## config.mk

```make
export PLATFORM = sky130hd
export DESIGN_NAME = prog_ctr
export DESIGN_NICKNAME = d
export VERILOG_FILES = /design/src/rtl/prog_ctr.sv
export SDC_FILE = /design/constraint.sdc
export NUM_CORES = 1
export LEC_CHECK = 0
export CORE_MARGIN = 5
export CORE_UTILIZATION = 30
export CTS_BUF_LIST = sky130_fd_sc_hd__clkbuf_16
export CTS_CLUSTER_SIZE = 8
export DETAILED_ROUTE_END_ITERATION = 10
export PLACE_DENSITY = 0.65
export SYNTH_ARGS = -nofsm -noshare
export SYNTH_HDL_FRONTEND = slang
export SYNTH_SLANG_ARGS = --single-unit
```

## constraint.sdc

```tcl
create_clock -name clk_i -period 2.15 [get_ports clk_i]
set_clock_uncertainty 0.15 [all_clocks]
set_input_delay 0.43 -clock clk_i [delete_from_list [all_inputs] [get_ports clk_i]]
set_output_delay 0.43 -clock clk_i [all_outputs]
set_load 0.02 [all_outputs]
```

## src/rtl/prog_ctr.sv

```systemverilog
// Program counter and fetch sequencer: advances, branches, holds or stops each cycle.
// Optional call/return link register is built when PC_LINK_EN is defined.
module prog_ctr #(
    parameter int unsigned PW = 12,
    parameter int unsigned OW = 6,
    parameter int unsigned CW = 16
) (
    input  logic          clk_i,
    input  logic          rst_ni,
    input  logic          start_i,
    input  logic [PW-1:0] start_addr_i,
    input  logic          stall_i,
    input  logic          halt_i,
    input  logic          branch_i,
    input  logic          taken_i,
    input  logic [OW-1:0] target_i,
    input  logic          call_i,
    input  logic          ret_i,
    output logic [PW-1:0] prog_ctr_o,
    output logic          running_o,
    output logic          done_o,
    output logic [CW-1:0] branch_cnt_o
);

    typedef enum logic [1:0] {StIdle, StRun, StDone} state_e;

    localparam int unsigned ExtW = PW - OW;

    state_e        state_q, state_d;
    logic [PW-1:0] pc_q, pc_d;
    logic [CW-1:0] cnt_q, cnt_d;
    logic [PW-1:0] off_ext;
    logic [PW-1:0] pc_inc;
    logic [PW-1:0] pc_rel;

    assign off_ext = {{ExtW{target_i[OW-1]}}, target_i};
    assign pc_inc  = pc_q + PW'(1);
    assign pc_rel  = pc_q + off_ext;

`ifdef PC_LINK_EN
    logic [PW-1:0] link_q, link_d;
`else
    logic unused_link;
    assign unused_link = call_i ^ ret_i;
`endif

    always_comb begin
        state_d = state_q;
        pc_d    = pc_q;
        cnt_d   = cnt_q;
`ifdef PC_LINK_EN
        link_d  = link_q;
`endif
        if (start_i) begin
            state_d = StRun;
            pc_d    = start_addr_i;
            cnt_d   = '0;
`ifdef PC_LINK_EN
            link_d  = '0;
`endif
        end else begin
            unique case (state_q)
                StRun: begin
                    if (!stall_i) begin
                        if (halt_i) begin
                            state_d = StDone;
`ifdef PC_LINK_EN
                        end else if (ret_i) begin
                            pc_d = link_q;
                        end else if (call_i) begin
                            link_d = pc_inc;
                            pc_d   = pc_rel;
`endif
                        end else if (branch_i && taken_i) begin
                            pc_d = pc_rel;
                            // Saturate rather than wrap so the harness sees a lower bound.
                            if (cnt_q != {CW{1'b1}}) begin
                                cnt_d = cnt_q + CW'(1);
                            end
                        end else begin
                            pc_d = pc_inc;
                        end
                    end
                end
                StIdle, StDone: begin
                end
                default: begin
                    state_d = StIdle;
                end
            endcase
        end
    end

    always_ff @(posedge clk_i or negedge rst_ni) begin
        if (!rst_ni) begin
            state_q <= StIdle;
            pc_q    <= '0;
            cnt_q   <= '0;
        end else begin
            state_q <= state_d;
            pc_q    <= pc_d;
            cnt_q   <= cnt_d;
        end
    end

`ifdef PC_LINK_EN
    always_ff @(posedge clk_i or negedge rst_ni) begin
        if (!rst_ni) begin
            link_q <= '0;
        end else begin
            link_q <= link_d;
        end
    end
`endif

    assign prog_ctr_o   = pc_q;
    assign running_o    = (state_q == StRun);
    assign done_o       = (state_q == StDone);
    assign branch_cnt_o = cnt_q;

endmodule
```

# Word-level counts from Yosys, hierarchy flattened
# Cells that the tools add are included.
[totals]
wordCells = 38
in_bits = 27
reg_bits = 30
out_inout_bits = 30
[classes]
muxes = 15
reduce_logical = 9
eq_ne = 8
addsub = 3
[ops]
columns = ["op", "count"]
rows = [
  ["two-way mux 16 bit", 6],
  ["two-way mux 12 bit", 5],
  ["adder 16 x 1 -> 16 bit (second input constant)", 1],
  ["!= test 16 bit (second input constant)", 1],
  ["adder 12 x 1 -> 12 bit (second input constant)", 1],
  ["adder 12 bit", 1],
  ["two-way mux 2 bit", 3],
  ["!= test 2 bit (second input constant)", 3],
  ["!= test 3 bit (second input constant)", 2],
  ["AND reduction 3 bit", 2],
  ["nonzero test 2 bit", 3],
  ["AND reduction 5 bit", 1],
  ["one-hot mux 2 bit (2 select lines)", 1],
  ["== test 2 x 1 -> 1 bit (second input constant)", 1],
  ["== test 2 bit (second input constant)", 1],
  ["logical NOT 2 bit", 1],
  ["OR reduction 2 bit", 1],
  ["logical AND 1 bit", 1],
]

# Logic depth before layout (Yosys ltp)
[depth]
ltp_word = 7
ltp_mapped = 10
mapped_depth_nobuf = 10

# Worst setup path before layout
# OpenSTA, ideal clock, no wires.
[synth_path]
path_kind = "input to register"
start = "in branch_i"
end = "reg pc_q[8] (netlist: prog_ctr_o[8])"
required_time_ns = 1.913
n_path_buf = 0
stages = 10
arrival_time_ns = 2.576
setup_slack_ns = -0.663
setup_ns = 0.087
cell_sequence = "nand2_1 -> or2_2 -> ha_1 -> inv_1 -> fa_1 -> nor2b_1 -> o31a_1 -> or4b_1 -> a2111o_1 -> o211ai_1"
[synth_between]
elab_chain_cells = 6
[synth_lines]
columns = ["element", "line_no", "text"]
rows = [
  ["from (decl)", "14", "input logic branch_i,"],
  ["logical AND 1 bit", "74", "end else if (branch_i && taken_i) begin"],
  ["two-way mux 12 bit", "74", ""],
  ["two-way mux 12 bit", "65", "if (halt_i) begin"],
  ["two-way mux 12 bit", "64", "if (!stall_i) begin"],
  ["two-way mux 12 bit", "62", "unique case (state_q)"],
  ["two-way mux 12 bit", "54", "if (start_i) begin"],
  ["to (signal assigned)", "101", "pc_q <= pc_d;"],
  ["to (decl)", "30", "logic [PW-1:0] pc_q, pc_d;"],
]
# Every way passes these cells. The select of a mux whose other input is x is not followed.
# A chain may end at the register's enable or synchronous reset.

# Worst setup path after layout
[layout_path]
start = "in taken_i"
end = "reg pc_q[8] (netlist: prog_ctr_o[8])"
[layout_between]
elab_chain_cells = 6
[layout_lines]
columns = ["element", "line_no", "text"]
rows = [
  ["from (decl)", "15", "input logic taken_i,"],
  ["logical AND 1 bit", "74", ""],
  ["two-way mux 12 bit", "74", ""],
  ["two-way mux 12 bit", "65", ""],
  ["two-way mux 12 bit", "64", ""],
  ["two-way mux 12 bit", "62", ""],
  ["two-way mux 12 bit", "54", ""],
]
# Every way passes these cells. The select of a mux whose other input is x is not followed.

==> results.md <==
- Post-synth cell types: 53
- Fin crit period: 2.53 ns
- Post-synthesis sequential area ratio: 36.6%
- Ports: 57
- Post-DP HPWL: 4700 um
- Ys flop type: dfrtp_1
- Psw: 0.551 mW
- Failing checks: setup timing
- Max VDD drop: 0.000254 V
- Area Overhead vs Synth: 80.0%
- Combinational power share: 30.5%
- Critical Path AT: 2.56 ns
- Placed cell areas: 3170 um^2
- Worst skew pair latency: 0.27 ns
- Routed len/inst: 15.6 um
- Crit. End Element: register
- Gate count after technology mapping: 233
- Share of post-route cells with drive strength above 1: 37.6%
- Tightest Pin Transition: 0.417 ns
- Die width: 92.7 um
- Final Non-Filler Cells: 442
- Footprint of the multi-input gates: 1520 um^2
- Placed insts: 417
- Iter 0 DRT Violations: 102
- Setup Viol. Count Final: 7
- Longest Clk Path Bufs: 2
- WS Path Type: input pin to register
- FMAX: 396 MHz
- Final Cell Area: 3700 um^2
- Max_slew headroom: 72.2%
- DRC viols: 0
- Asr flop ratio synth: 100%
- Die H: 92.7 um
- Clk slew on worst S/H paths: 0.05 ns
- ANT nets after route: 0
- Internal: 1.32 mW
- Synth Warn #: 0
- Main area contributors after synthesis: dfrtp_1, nand2_1, a21oi_1
- Overflow after GRT: 0
- Synth Register Bits: 30
- Fin Hold WS: 0.416 ns
- Number of synthesized flops with an enable pin: 0
- Switch share: 29.5%
- Setup slack at placement: -1.26 ns
- Sequential power share: 33.9%
- Fin. Hold Viols: 0
- Clock sink total: 30
- Vias in the first global route: 2369
- Max-slew violations: 0
- Synth area leader: dfrtp_1
- Largest net degree at the start of global routing: 31
- First-pass GRT wire length: 11000 um
- WP data required: 2.18 ns
- Fin worst setup slack: -0.378 ns
- Die area: 8600 um^2
- Mapped Avg Cell Area: 8.81 um^2
- DR pass1 iterations: 4
- # port buffers: 54
- Fin util: 55.0%
- Synth cell count leaders: dfrtp_1, nand2_1, a21oi_1
- Period utilization: 118%
- Initial Utilization: 30.6%
- CTS tree: yes
- Rows: 30
- Clock power share: 35.6%
- Unrepaired setup endpoints after global routing: true
- CP Launch Type: input pin
- Static leakage: 1.54 nW
- Status: finished with violations
- Nets@finish: 395
- Total wire length: 6910 um
- Routed vias: 2383
- Crit path max fanout: 4
- Max-Cap Viols: 0
- PD cells: 506 nW/um^2
- Gpl congestion: 0.822
- Post-Synthesis Net Count: 267
- Area share of the largest cell type after synthesis: 36.6%
- Core area: 6720 um^2
- Antenna diodes: 0
- GRT Total Usage: 15.6%
- Avg Vias per Cell: 5.39
- Cell with the most instances after synthesis: dfrtp_1
- Antenna violations before repair: 0
- Clk root buf: clkbuf_16
- Mapped cell area: 2050 um^2
- Inserted Clock Buffers: 5
- Fillers: 581
- FF/Latch Area: 753 um^2
- CTS H-Tree Depth: 2
- Hold Crit Class: input pin to async pin
cell type report:
type / instances / share of cell area (%)
Tap cell: 80 / 2.71
Sequential cell: 30 / 20.4
Timing Repair Buffer: 131 / 31.4
Multi-Input combinational cell: 186 / 41.1
Inverter: 7 / 0.711
Clock inverter: 3 / 0.339
Clock buffer: 5 / 3.39
worst max-delay path: stages:
cell	delay, ns
buf_8	0.09
nand2_8	0.04
or2_4	0.23
ha_4	0.16
inv_2	0.05
fa_2	0.22
nor2b_4	0.04
o31a_1	0.29
or4b_4	0.55
a2111o_1	0.37
o211ai_1	0.09
stage by stage:
stage	total power [mW]	TNS, ns
floorplan	0.866	-2.10
global placement	1.12	-15.20
detailed placement	1.13	-15.75
CTS	1.85	-1.82
global route	1.96	-2.31
finish	1.87	-1.79
layer usage:
metal	up-vias	global-route usage (%)	part of all wire, %
met5	-	0	0
met4	0	4.03	1.2
met3	13	3.57	5.5
met2	78	26.3	50
met1	1143	20.2	44
li1	1149	-	-
power groups by stage:
stage | Clock, mW | Combinational, mW | Sequential (mW)
final | 0.665 | 0.571 | 0.635
after global routing | 0.708 | 0.615 | 0.638
after CTS | 0.682 | 0.538 | 0.631
after detailed placement | 0 | 0.490 | 0.638
after global placement | 0 | 0.486 | 0.637
after floorplan | 0 | 0.200 | 0.667
path summary, 6_finish.rpt:
kind | startpoint | end | slack, ns | depth (start not counted)
max | taken_i | prog_ctr_o[8] | -0.38 | 11
min | rst_ni | branch_cnt_o[14] | 0.42 | 2
max reg2reg | prog_ctr_o[0] | prog_ctr_o[8] | -0.30 | 8
min reg2reg | branch_cnt_o[13] | branch_cnt_o[13] | 0.47 | 2
max in group asynchronous | rst_ni | branch_cnt_o[1] | 1.11 | 2
min in group clk_i | branch_cnt_o[13] | branch_cnt_o[13] | 0.47 | 2
logic make-up (layout without fill, tap and decap cells):
group / count (synthesis) / in the layout / synth area share [%]
simple gates: 100 / 100 / 27.9
compound gates: 71 / 71 / 23.8
buf+inv: 17 / 146 / 3.53
xor+xnor: 6 / 6 / 2.56
mux: 2 / 2 / 0.975
fa+ha+maj: 7 / 7 / 4.63
flops: 30 / 30 / 36.6
cells in the final DEF, fill, tap and decap left out, types with 7 or more instances in the layout:
cell | synthesis | routed
nand2_1 | 23 | 22
nand3_1 | 11 | 9
o211ai_1 | 8 | 8
nor3_1 | 9 | 7
clkdlybuf4s50_1 | 0 | 43
nor2_1 | 15 | 14
buf_6 | 1 | 9
dfrtp_1 | 30 | 28
buf_4 | 0 | 67
a21oi_1 | 16 | 12
o31ai_1 | 9 | 8
o21ai_0 | 12 | 9
sequential cells by signal, indices dropped and copies added (netlist names):
signal        cells
branch_cnt_o     16
prog_ctr_o       12
state_q           2
repair_timing:
| item | CTS | global route |
|---|---|---|
| endpoints found under the hold margin | 0 | 0 |
| buffers inserted | 15 | 5 |
| pin swaps | 33 | 22 |
| setup endpoints to repair | 28 | 23 |
| hold buffers | 0 | 0 |
| cloned | 0 | 0 |
| gates resized for setup | 49 | 30 |
Note: power is estimated with default switching activity, not from simulation.
